## src/rtl/jimmy_port_pkg.sv

```systemverilog
// jimmy_port_pkg
//   Shared definitions for the jimmy port RAM responder: command codes seen on
//   the core's out_port_3, out_strobe bit positions, status_out bit positions
//   and the responder FSM state encoding.
package jimmy_port_pkg;

    // Command codes written by the core to out_port_3
    localparam logic [7:0] CMD_READ  = 8'h01;
    localparam logic [7:0] CMD_WRITE = 8'h02;
    localparam logic [7:0] CMD_CLEAR = 8'h03;
    localparam logic [7:0] CMD_ACK   = 8'h04;

    // out_strobe bit positions (bit 0 belongs to out_port_0, not used here)
    localparam int STB_LO    = 1;
    localparam int STB_ADDR  = 1;
    localparam int STB_WDATA = 2;
    localparam int STB_CMD   = 3;
    localparam int STB_N     = 3;   // number of strobes this block watches

    // status_out bit positions; [7:5] always read as zero
    localparam int ST_BUSY      = 0;
    localparam int ST_DONE      = 1;
    localparam int ST_ERR_CMD   = 2;
    localparam int ST_ERR_RANGE = 3;
    localparam int ST_OVERRUN   = 4;

    typedef enum logic [1:0] {
        S_IDLE = 2'd0,
        S_RD   = 2'd1,
        S_WR   = 2'd2,
        S_CLR  = 2'd3
    } state_t;

endpackage

```

## src/rtl/jimmy_port_ram_if.sv

```systemverilog
// jimmy_port_ram_if
//   Port-side bundle between the jimmy core and the port RAM responder.
//     addr_in    core out_port_1 (address)
//     wdata_in   core out_port_2 (write data)
//     cmd_in     core out_port_3 (command code)
//     strobe_in  core out_strobe, [1]=addr [2]=wdata [3]=cmd
//     rdata_out  to core in_port_0 (read data)
//     status_out to core in_port_1 (status flags)
//   master = core side, slave = responder side.
interface jimmy_port_ram_if #(
    parameter int ADDR_W = 8,
    parameter int DATA_W = 8
);
    logic [ADDR_W-1:0] addr_in;
    logic [DATA_W-1:0] wdata_in;
    logic [7:0]        cmd_in;
    logic [3:0]        strobe_in;
    logic [DATA_W-1:0] rdata_out;
    logic [7:0]        status_out;

    modport master (
        output addr_in, wdata_in, cmd_in, strobe_in,
        input  rdata_out, status_out
    );

    modport slave (
        input  addr_in, wdata_in, cmd_in, strobe_in,
        output rdata_out, status_out
    );
endinterface

```

## src/rtl/jimmy_port_ram_strobe_edge_detect.sv

```systemverilog
// strobe_edge_detect
//   Registers a strobe vector and produces a one-cycle pulse per bit on each
//   rising edge. The core holds out_strobe high for an arbitrary time, so only
//   the 0->1 transition marks a new transfer.
//   Ports: clk, reset (sync, active-high), strobe_in[WIDTH], rise[WIDTH].
module strobe_edge_detect #(
    parameter int WIDTH = 4
) (
    input  logic             clk,
    input  logic             reset,
    input  logic [WIDTH-1:0] strobe_in,
    output logic [WIDTH-1:0] rise
);
    logic [WIDTH-1:0] strobe_q;
    logic [WIDTH-1:0] strobe_d;

    always_comb strobe_d = strobe_in;

    always_ff @(posedge clk) begin
        if (reset) strobe_q <= '0;
        else       strobe_q <= strobe_d;
    end

    assign rise = strobe_in & ~strobe_q;
endmodule

```

## src/rtl/jimmy_port_ram.sv

```systemverilog
// jimmy_port_ram
//   Writable scratch memory answering the jimmy core's port traffic. The core
//   latches an address and write data through out_port_1/2, then issues a
//   command on out_port_3; results come back on in_port_0 (read data) and
//   in_port_1 (status).
//   Ports:
//     clk    system clock
//     reset  synchronous, active-high
//     bus    jimmy_port_ram_if.slave (addr/wdata/cmd/strobe in, rdata/status out)
//   status_out: [0]busy [1]done [2]err_cmd [3]err_range [4]overrun [7:5]=0
module jimmy_port_ram
    import jimmy_port_pkg::*;
#(
    parameter int ADDR_W         = 8,
    parameter int DATA_W         = 8,
    parameter int DEPTH          = 256,
    parameter int CLEAR_ON_RESET = 1
) (
    input  logic              clk,
    input  logic              reset,
    jimmy_port_ram_if.slave   bus
);
    localparam int IDX_W = (DEPTH > 1) ? $clog2(DEPTH) : 1;
    localparam logic [IDX_W-1:0] LAST_IDX = IDX_W'(DEPTH - 1);

    // ---------------------------------------------------------------
    // Strobe edges (bit 0 of out_strobe is not ours)
    // ---------------------------------------------------------------
    logic [STB_N-1:0] stb_rise;

    strobe_edge_detect #(.WIDTH(STB_N)) u_edge (
        .clk       (clk),
        .reset     (reset),
        .strobe_in (bus.strobe_in[STB_LO +: STB_N]),
        .rise      (stb_rise)
    );

    logic addr_ev, wdata_ev, cmd_ev;
    assign addr_ev  = stb_rise[STB_ADDR  - STB_LO];
    assign wdata_ev = stb_rise[STB_WDATA - STB_LO];
    assign cmd_ev   = stb_rise[STB_CMD   - STB_LO];

    // ---------------------------------------------------------------
    // State
    // ---------------------------------------------------------------
    state_t            state_q, state_d;
    logic [ADDR_W-1:0] addr_q, addr_d;
    logic [DATA_W-1:0] wdata_q, wdata_d;
    logic [IDX_W-1:0]  clr_cnt_q, clr_cnt_d;
    logic [DATA_W-1:0] rdata_q, rdata_d;
    logic              done_q, done_d;
    logic              err_cmd_q, err_cmd_d;
    logic              err_range_q, err_range_d;
    logic              overrun_q, overrun_d;
    logic              clr_pend_q, clr_pend_d;   // post-reset sweep owed

    // Single-port memory; the CLR sweep owns the port while it runs
    logic [DATA_W-1:0] mem [DEPTH];
    logic              mem_we;
    logic [IDX_W-1:0]  mem_addr;
    logic [DATA_W-1:0] mem_wdata;

    // A command arriving with a fresh address in the same cycle must use the
    // new value, not the one still sitting in addr_q.
    logic [ADDR_W-1:0] eff_addr;
    logic              addr_oob;

    always_comb begin
        eff_addr = addr_ev ? bus.addr_in : addr_q;
        addr_oob = (32'(eff_addr) >= 32'(DEPTH));
    end

    always_comb begin
        state_d     = state_q;
        addr_d      = addr_q;
        wdata_d     = wdata_q;
        clr_cnt_d   = clr_cnt_q;
        rdata_d     = rdata_q;
        done_d      = done_q;
        err_cmd_d   = err_cmd_q;
        err_range_d = err_range_q;
        overrun_d   = overrun_q;
        clr_pend_d  = clr_pend_q;
        mem_we      = 1'b0;
        mem_addr    = addr_q[IDX_W-1:0];
        mem_wdata   = wdata_q;

        // Operand latches run in every state
        if (addr_ev)  addr_d  = bus.addr_in;
        if (wdata_ev) wdata_d = bus.wdata_in;

        unique case (state_q)
            S_IDLE: begin
                if (clr_pend_q) begin
                    // Sweep after reset takes priority; a command that lands
                    // here finds the block already committed to CLR.
                    clr_pend_d = 1'b0;
                    state_d    = S_CLR;
                    clr_cnt_d  = '0;
                    done_d     = 1'b0;
                    if (cmd_ev) overrun_d = 1'b1;
                end else if (cmd_ev) begin
                    case (bus.cmd_in)
                        CMD_READ, CMD_WRITE: begin
                            if (addr_oob) begin
                                err_range_d = 1'b1;
                                done_d      = 1'b1;
                            end else begin
                                state_d = (bus.cmd_in == CMD_READ) ? S_RD : S_WR;
                                done_d  = 1'b0;
                            end
                        end
                        CMD_CLEAR: begin
                            state_d   = S_CLR;
                            clr_cnt_d = '0;
                            done_d    = 1'b0;
                        end
                        CMD_ACK: begin
                            done_d      = 1'b0;
                            err_cmd_d   = 1'b0;
                            err_range_d = 1'b0;
                            overrun_d   = 1'b0;
                        end
                        default: begin
                            err_cmd_d = 1'b1;
                            done_d    = 1'b1;
                        end
                    endcase
                end
            end

            S_RD: begin
                // addr_q already holds the forwarded address from the cmd cycle
                rdata_d = mem[addr_q[IDX_W-1:0]];
                state_d = S_IDLE;
                done_d  = 1'b1;
            end

            S_WR: begin
                mem_we  = 1'b1;
                state_d = S_IDLE;
                done_d  = 1'b1;
            end

            S_CLR: begin
                mem_we    = 1'b1;
                mem_addr  = clr_cnt_q;
                mem_wdata = '0;
                if (clr_cnt_q == LAST_IDX) begin
                    clr_cnt_d = '0;
                    state_d   = S_IDLE;
                    done_d    = 1'b1;
                end else begin
                    clr_cnt_d = clr_cnt_q + 1'b1;
                end
            end

            default: state_d = S_IDLE;
        endcase

        // Commands are only taken in IDLE; anything else is lost and flagged
        if (cmd_ev && state_q != S_IDLE) overrun_d = 1'b1;
    end

    always_ff @(posedge clk) begin
        if (reset) begin
            state_q     <= S_IDLE;
            addr_q      <= '0;
            wdata_q     <= '0;
            clr_cnt_q   <= '0;
            rdata_q     <= '0;
            done_q      <= 1'b0;
            err_cmd_q   <= 1'b0;
            err_range_q <= 1'b0;
            overrun_q   <= 1'b0;
            clr_pend_q  <= (CLEAR_ON_RESET != 0);
        end else begin
            state_q     <= state_d;
            addr_q      <= addr_d;
            wdata_q     <= wdata_d;
            clr_cnt_q   <= clr_cnt_d;
            rdata_q     <= rdata_d;
            done_q      <= done_d;
            err_cmd_q   <= err_cmd_d;
            err_range_q <= err_range_d;
            overrun_q   <= overrun_d;
            clr_pend_q  <= clr_pend_d;
        end
    end

    // Memory contents survive reset; only the sweep clears them
    always_ff @(posedge clk) begin
        if (mem_we) mem[mem_addr] <= mem_wdata;
    end

    // ---------------------------------------------------------------
    // Outputs
    // ---------------------------------------------------------------
    logic [7:0] status;

    always_comb begin
        status               = '0;
        status[ST_BUSY]      = (state_q != S_IDLE);
        status[ST_DONE]      = done_q;
        status[ST_ERR_CMD]   = err_cmd_q;
        status[ST_ERR_RANGE] = err_range_q;
        status[ST_OVERRUN]   = overrun_q;
    end

    assign bus.rdata_out  = rdata_q;
    assign bus.status_out = status;

endmodule
```

## src/flat_wrapper.sv

```systemverilog
// flat-port wrapper written by rule: the top's interface ports become plain ports
module jimmy_port_ram_flat import jimmy_port_pkg::*;
#(
    parameter int ADDR_W         = 8,
    parameter int DATA_W         = 8,
    parameter int DEPTH          = 256,
    parameter int CLEAR_ON_RESET = 1
)
  (clk, reset, bus_addr_in, bus_wdata_in, bus_cmd_in, bus_strobe_in, bus_rdata_out, bus_status_out);
  jimmy_port_ram_if #(.ADDR_W(ADDR_W), .DATA_W(DATA_W)) bus_i ();
  input  logic clk;
  input  logic reset;
  input wire logic [$bits(bus_i.addr_in)-1:0] bus_addr_in;
  input wire logic [$bits(bus_i.wdata_in)-1:0] bus_wdata_in;
  input wire logic [$bits(bus_i.cmd_in)-1:0] bus_cmd_in;
  input wire logic [$bits(bus_i.strobe_in)-1:0] bus_strobe_in;
  output wire logic [$bits(bus_i.rdata_out)-1:0] bus_rdata_out;
  output wire logic [$bits(bus_i.status_out)-1:0] bus_status_out;
  assign bus_i.addr_in = bus_addr_in;
  assign bus_i.wdata_in = bus_wdata_in;
  assign bus_i.cmd_in = bus_cmd_in;
  assign bus_i.strobe_in = bus_strobe_in;
  assign bus_rdata_out = bus_i.rdata_out;
  assign bus_status_out = bus_i.status_out;
  jimmy_port_ram #(.ADDR_W(ADDR_W), .DATA_W(DATA_W), .DEPTH(DEPTH), .CLEAR_ON_RESET(CLEAR_ON_RESET)) u_core (.clk(clk), .reset(reset), .bus(bus_i));
endmodule
```

## config.mk

```make
export PLATFORM = sky130hd
export DESIGN_NAME = jimmy_port_ram_flat
export DESIGN_NICKNAME = d
export VERILOG_FILES = /design/src/rtl/jimmy_port_pkg.sv /design/src/rtl/jimmy_port_ram_if.sv /design/src/rtl/jimmy_port_ram_strobe_edge_detect.sv /design/src/rtl/jimmy_port_ram.sv /design/src/flat_wrapper.sv
export SDC_FILE = /design/constraint.sdc
export NUM_CORES = 2
export LEC_CHECK = 0
export BUFFER_PORTS_ARGS = -buffer_cell sky130_fd_sc_hd__buf_2
export CAP_MARGIN = 20
export CORE_UTILIZATION = 35
export CTS_CLUSTER_SIZE = 16
export DETAILED_ROUTE_END_ITERATION = 12
export SLEW_MARGIN = 20
export SYNTH_ARGS = -nofsm -noshare
export SYNTH_HDL_FRONTEND = slang
export SYNTH_HIERARCHICAL = 1
export SYNTH_SLANG_ARGS = --single-unit
```

## constraint.sdc

```tcl
create_clock -name clk -period 21.8 [get_ports clk]
set_input_delay 1.09 -clock clk [delete_from_list [all_inputs] [get_ports clk]]
set_output_delay 1.09 -clock clk [all_outputs]
set_load 0.01 [all_outputs]
```

==> results.md <==
* Outcome: finished clean
* Number of gates given a new drive strength after cts at 0
* Vias per cell at 5.46
* Area after DPL at roughly 85000 µm²
* Via count of the first global-routing pass at 41.1k
* Share of the synthesized area in the top cell type at about three quarters
* Minimum hold slack at 0.499 ns
* Die outline width at between 400 and 500 µm
* Number of synthesized register bits at between 2k and 2.5k
* Logic gate share of total power at 6.6%
* Later-pin clock latency in the skew report at approximately 0.83 ns
* Core Util, Final at 39.5%
* Hpwl dp at between 100 and 150 mm
* Total grt overflow at 0
* Post-route design area at 92100 µm²
* Portion of the clock cycle consumed by the worst path in the final layout at 27.8%
* Maximum number of pins on one net before global-route repair at ~170
* Overall die height at about 500 µm
* Port Buf Inserts at 40
* Delay of the slowest critical-path stage at between 0.8 and 0.9 ns
* RePlAce Congestion at between 0.8 and 0.9
* Average wire per cell in the routed design at about 28 µm
* Ratio of cells with drive above 1 in the final layout at around 17%
* Max FO, Critical Path at 49
* Total of endpoints with negative setup slack in the final report at 0
* Number of DRC violations after detailed routing at 0
* Final total negative setup slack at 0 ns
* Critical register-to-register path startpoint: u_core/addr_q[0]
* Die Area at roughly 240000 µm²
* Count of mapped cells out of synthesis at about 4.2k
* Share of synthesized registers carrying an async set or reset at 0%
* Cell-by-cell listing of the critical path: buf_4 > buf_4 > buf_4 > buf_4 > mux4_2 > mux2i_1 > a22oi_1 > nand2_1 > a2111oi_0 > a32oi_1 > o21ai_1
* Number of nets in the final layout at 4349
* Register share of total power at ~53%
* Switching power share of the total at 22.5%
* Post-route antenna net violation count at 0
* Count of maximum capacitance violations at 0
* Number of antenna violations at the first check in global routing at 2
* Fmax at 165 MHz
* Count of boundary I/O pins at 46
* Clock period minus final worst setup slack at between 6 and 7 ns
* Power density over the cells at between 90 and 100 nW/µm²
* Worst setup path end: u_core/bus.rdata_out[2]
* Critical path launch point type: flop
* Starting utilization of the core area at approximately a third
* Clk slew on worst S/H paths at around 0.060 ns
* Number of enable-type register cells in the synthesized netlist at 2048
* Vias post-DR at about 42k
* Hold Vio Cnt, Final at 0
* Clock network fraction of total power at 40.8%
* Fin. max-slew vios at 0
* Total wirelength of the detailed-routed design at roughly 210 mm
* Number of buffers inserted during clock tree synthesis at approximately 210
* Arrival time at the worst endpoint at between 6 and 7 ns
* Mean cell area of the mapped netlist at approximately 20 µm²
* Launch point of the critical path: u_core/addr_q[0]
* Initial DRC Count at about 4.5k
* Internal power at ~6600 µW
* Max_slew headroom at between 10% and 20%
* Highest ir drop seen on vdd at 0.0845 mV
* Total number of H-tree levels at 4
* Sink Count at between 2k and 2.5k
* Number of different library cells in the post-synthesis netlist at 74
* Tot GR Track Use at roughly 17%
* Dominant synthesized flop cell: sky130_fd_sc_hd__edfxtp_1
* Crit end category: flop
* Startpoint-to-endpoint class of the critical path: reg2reg
* Global-route wire length before repair at 300 mm
* Capture instance of the worst register-to-register path: u_core/bus.rdata_out[2]
* Count of synthesis-stage warnings from yosys at 6
* TritonCTS clock tree: built
* P&R area growth vs syn at 11.7%
* Cell type with the highest occurrence count on the critical path: sky130_fd_sc_hd__buf_4
* First-pass DRT Iterations at 5
* FF-to-FF path depth at 11
* Root cell of the clock tree: sky130_fd_sc_hd__clkbuf_16
* Max clock buf depth at 3
* Row count at roughly 180
* Flop2flop setup slack at between 15 and 20 ns
* Number of hold buffers added after cts at 0
* Power dissipated by switching net loads at 1920 µW
* Yosys top cell by area: sky130_fd_sc_hd__edfxtp_1
* Proportion of synthesized chip area in sequential cells at ~76%
* Class of the most critical hold timing path: reg2reg
* Post-CTS setup buffers at 0
* Post-Syn Area at between 80000 and 90000 µm²
* Cell types with the largest area share after synthesis: sky130_fd_sc_hd__edfxtp_1 (75%), sky130_fd_sc_hd__mux4_2 (8.4%), sky130_fd_sc_hd__mux2i_1 (4.3%)
* Worst-path cell with the longest stage delay: sky130_fd_sc_hd__buf_4
* Core Region at 233000 µm²
* Worst Tran Pin Value at ~1.3 ns
* Leakage power at 0.0280 µW
* RSZ-0062 raised after global routing: no
* Worst Path Required at around 22 ns
* Clock skew at roughly 0.022 ns
-- metrics by stage --
step	total power [µW]	std cells	setup WS [ns]
2_1_floorplan	4940	4223	12.97
3_3_place_gp	5120	7234	15.74
3_5_place_dp	5130	7234	15.74
4_1_cts	8580	7627	15.71
5_1_grt	8760	7628	15.43
6_report	8520	7631	15.74
-- cells by family (layout without fill, tap and decap cells) --
family	count (synthesis)	count (layout)	share of synthesized area, %
compound gates	464	464	3.86
xor+xnor	6	6	0.0637
fa+ha+maj	6	6	0.0911
buf+inv	265	537	2.41
flops	2089	2089	75.6
mux	727	727	14.5
other cells	1	8	0.00455
simple gates	662	662	3.48
-- Yosys cell counts (8+ instances only) --
master / number
sky130_fd_sc_hd__a2111oi_0: 20
sky130_fd_sc_hd__a211o_1: 9
sky130_fd_sc_hd__a211oi_1: 12
sky130_fd_sc_hd__a21oi_1: 89
sky130_fd_sc_hd__a221oi_1: 19
sky130_fd_sc_hd__a22oi_1: 52
sky130_fd_sc_hd__a31oi_1: 8
sky130_fd_sc_hd__a32oi_1: 13
sky130_fd_sc_hd__buf_1: 10
sky130_fd_sc_hd__buf_2: 52
sky130_fd_sc_hd__buf_4: 43
sky130_fd_sc_hd__buf_6: 34
sky130_fd_sc_hd__buf_8: 33
sky130_fd_sc_hd__clkbuf_1: 75
sky130_fd_sc_hd__dfxtp_1: 41
sky130_fd_sc_hd__edfxtp_1: 2048
sky130_fd_sc_hd__mux2_2: 12
sky130_fd_sc_hd__mux2i_1: 358
sky130_fd_sc_hd__mux4_1: 49
sky130_fd_sc_hd__mux4_2: 308
sky130_fd_sc_hd__nand2_1: 197
sky130_fd_sc_hd__nand2b_1: 8
sky130_fd_sc_hd__nand3_1: 38
sky130_fd_sc_hd__nand3b_1: 12
sky130_fd_sc_hd__nand4_1: 10
sky130_fd_sc_hd__nor2_1: 305
sky130_fd_sc_hd__nor2b_1: 17
sky130_fd_sc_hd__nor3_1: 32
sky130_fd_sc_hd__nor4_1: 9
sky130_fd_sc_hd__o21ai_0: 56
sky130_fd_sc_hd__o221ai_1: 57
sky130_fd_sc_hd__o22ai_1: 95
-- power groups by stage --
stage               combinational, µW  sequential, µW  clock [µW]
floorplan                         351            4580           0
global placement                  550            4570           0
detailed placement                559            4570           0
CTS                               560            4490        3530
global route                      589            4480        3690
finish                            560            4490        3480
-- worst max-delay path, delay by kind of cell, from the launching register on --
kind,cells,cell delay (ns)
flip-flops,1,0.72
AO/OA/AOI/OAI,4,0.98
buffers and inverters,4,2.78
multiplexers,2,0.94
AND/OR/NAND/NOR,1,0.24
-- cell usage in the layout, fill, tap and decap left out, types with 12 or more instances in the layout --
master | netlist | routed
sky130_fd_sc_hd__nand3b_1 | 12 | 12
sky130_fd_sc_hd__dfxtp_1 | 41 | 37
sky130_fd_sc_hd__mux2i_1 | 358 | 358
sky130_fd_sc_hd__nor3_1 | 32 | 31
sky130_fd_sc_hd__a21oi_1 | 89 | 89
sky130_fd_sc_hd__clkbuf_16 | 0 | 213
sky130_fd_sc_hd__nand3_1 | 38 | 38
sky130_fd_sc_hd__clkbuf_1 | 75 | 45
sky130_fd_sc_hd__a2111oi_0 | 20 | 18
sky130_fd_sc_hd__buf_4 | 43 | 94
sky130_fd_sc_hd__a32oi_1 | 13 | 13
sky130_fd_sc_hd__clkinv_1 | 1 | 62
sky130_fd_sc_hd__o21ai_0 | 56 | 56
sky130_fd_sc_hd__edfxtp_1 | 2048 | 2048
sky130_fd_sc_hd__buf_2 | 52 | 40
sky130_fd_sc_hd__mux4_2 | 308 | 308
sky130_fd_sc_hd__o22ai_1 | 95 | 95
sky130_fd_sc_hd__bufinv_16 | 0 | 16
sky130_fd_sc_hd__nor2_1 | 305 | 303
sky130_fd_sc_hd__o221ai_1 | 57 | 57
sky130_fd_sc_hd__mux2_2 | 12 | 12
sky130_fd_sc_hd__clkinv_2 | 0 | 42
sky130_fd_sc_hd__a211oi_1 | 12 | 12
sky130_fd_sc_hd__a22oi_1 | 52 | 52
sky130_fd_sc_hd__nand2_1 | 197 | 197
sky130_fd_sc_hd__mux4_1 | 49 | 49
sky130_fd_sc_hd__a221oi_1 | 19 | 19
-- worst min path at each step --
stage | from | cells past startpoint | slack (ns) | to
floorplan | u_core/wdata_q[0] | 2 | 0.45 | u_core/wdata_q[0]
global placement | u_core/addr_q[6] | 2 | 0.48 | u_core/addr_q[6]
detailed placement | u_core/overrun_q | 2 | 0.48 | u_core/overrun_q
CTS | bus_strobe_in[1] | 2 | 0.43 | u_core/u_edge/strobe_q[0]
global route | bus_strobe_in[2] | 2 | 0.46 | u_core/u_edge/strobe_q[1]
finish | u_core/wdata_q[2] | 2 | 0.50 | u_core/wdata_q[2]
-- registers in the layout (all words and copies together), names as in the netlist --
| signal | flops |
|---|---|
| u_core/bus.rdata_out | 8 |
| u_core/overrun_q | 1 |
| u_core/clr_pend_q | 1 |
| u_core/u_edge/strobe_q | 3 |
| u_core/wdata_q | 8 |
| u_core/state_q | 2 |
| u_core/mem | 2048 |
| u_core/done_q | 1 |
| u_core/clr_cnt_q | 8 |
| u_core/err_cmd_q | 1 |
| u_core/addr_q | 8 |
-- metal layers --
layer / wire, µm / vias up / global-route usage, %
li1: - / 17500 / -
met1: 86100 / 22100 / 23.7
met2: 102000 / 1703 / 28.5
met3: 16400 / 302 / 3.16
met4: 6320 / 0 / 5.53
met5: 0 / - / 0
-- area by class of cell --
| class | count | area (µm²) |
|---|---|---|
| diodes | 4 | 10.0 |
| clock buffers | 258 | 5500 |
| clock inverters | 135 | 1100 |
| fillers | 20900 | 141000 |
| inverters | 6 | 25.0 |
| multi-input cells | 1869 | 18200 |
| flip-flops and latches | 2089 | 62300 |
| well taps | 3132 | 3920 |
| repair buffers | 138 | 977 |
Note: power is estimated with default switching activity, not from simulation.
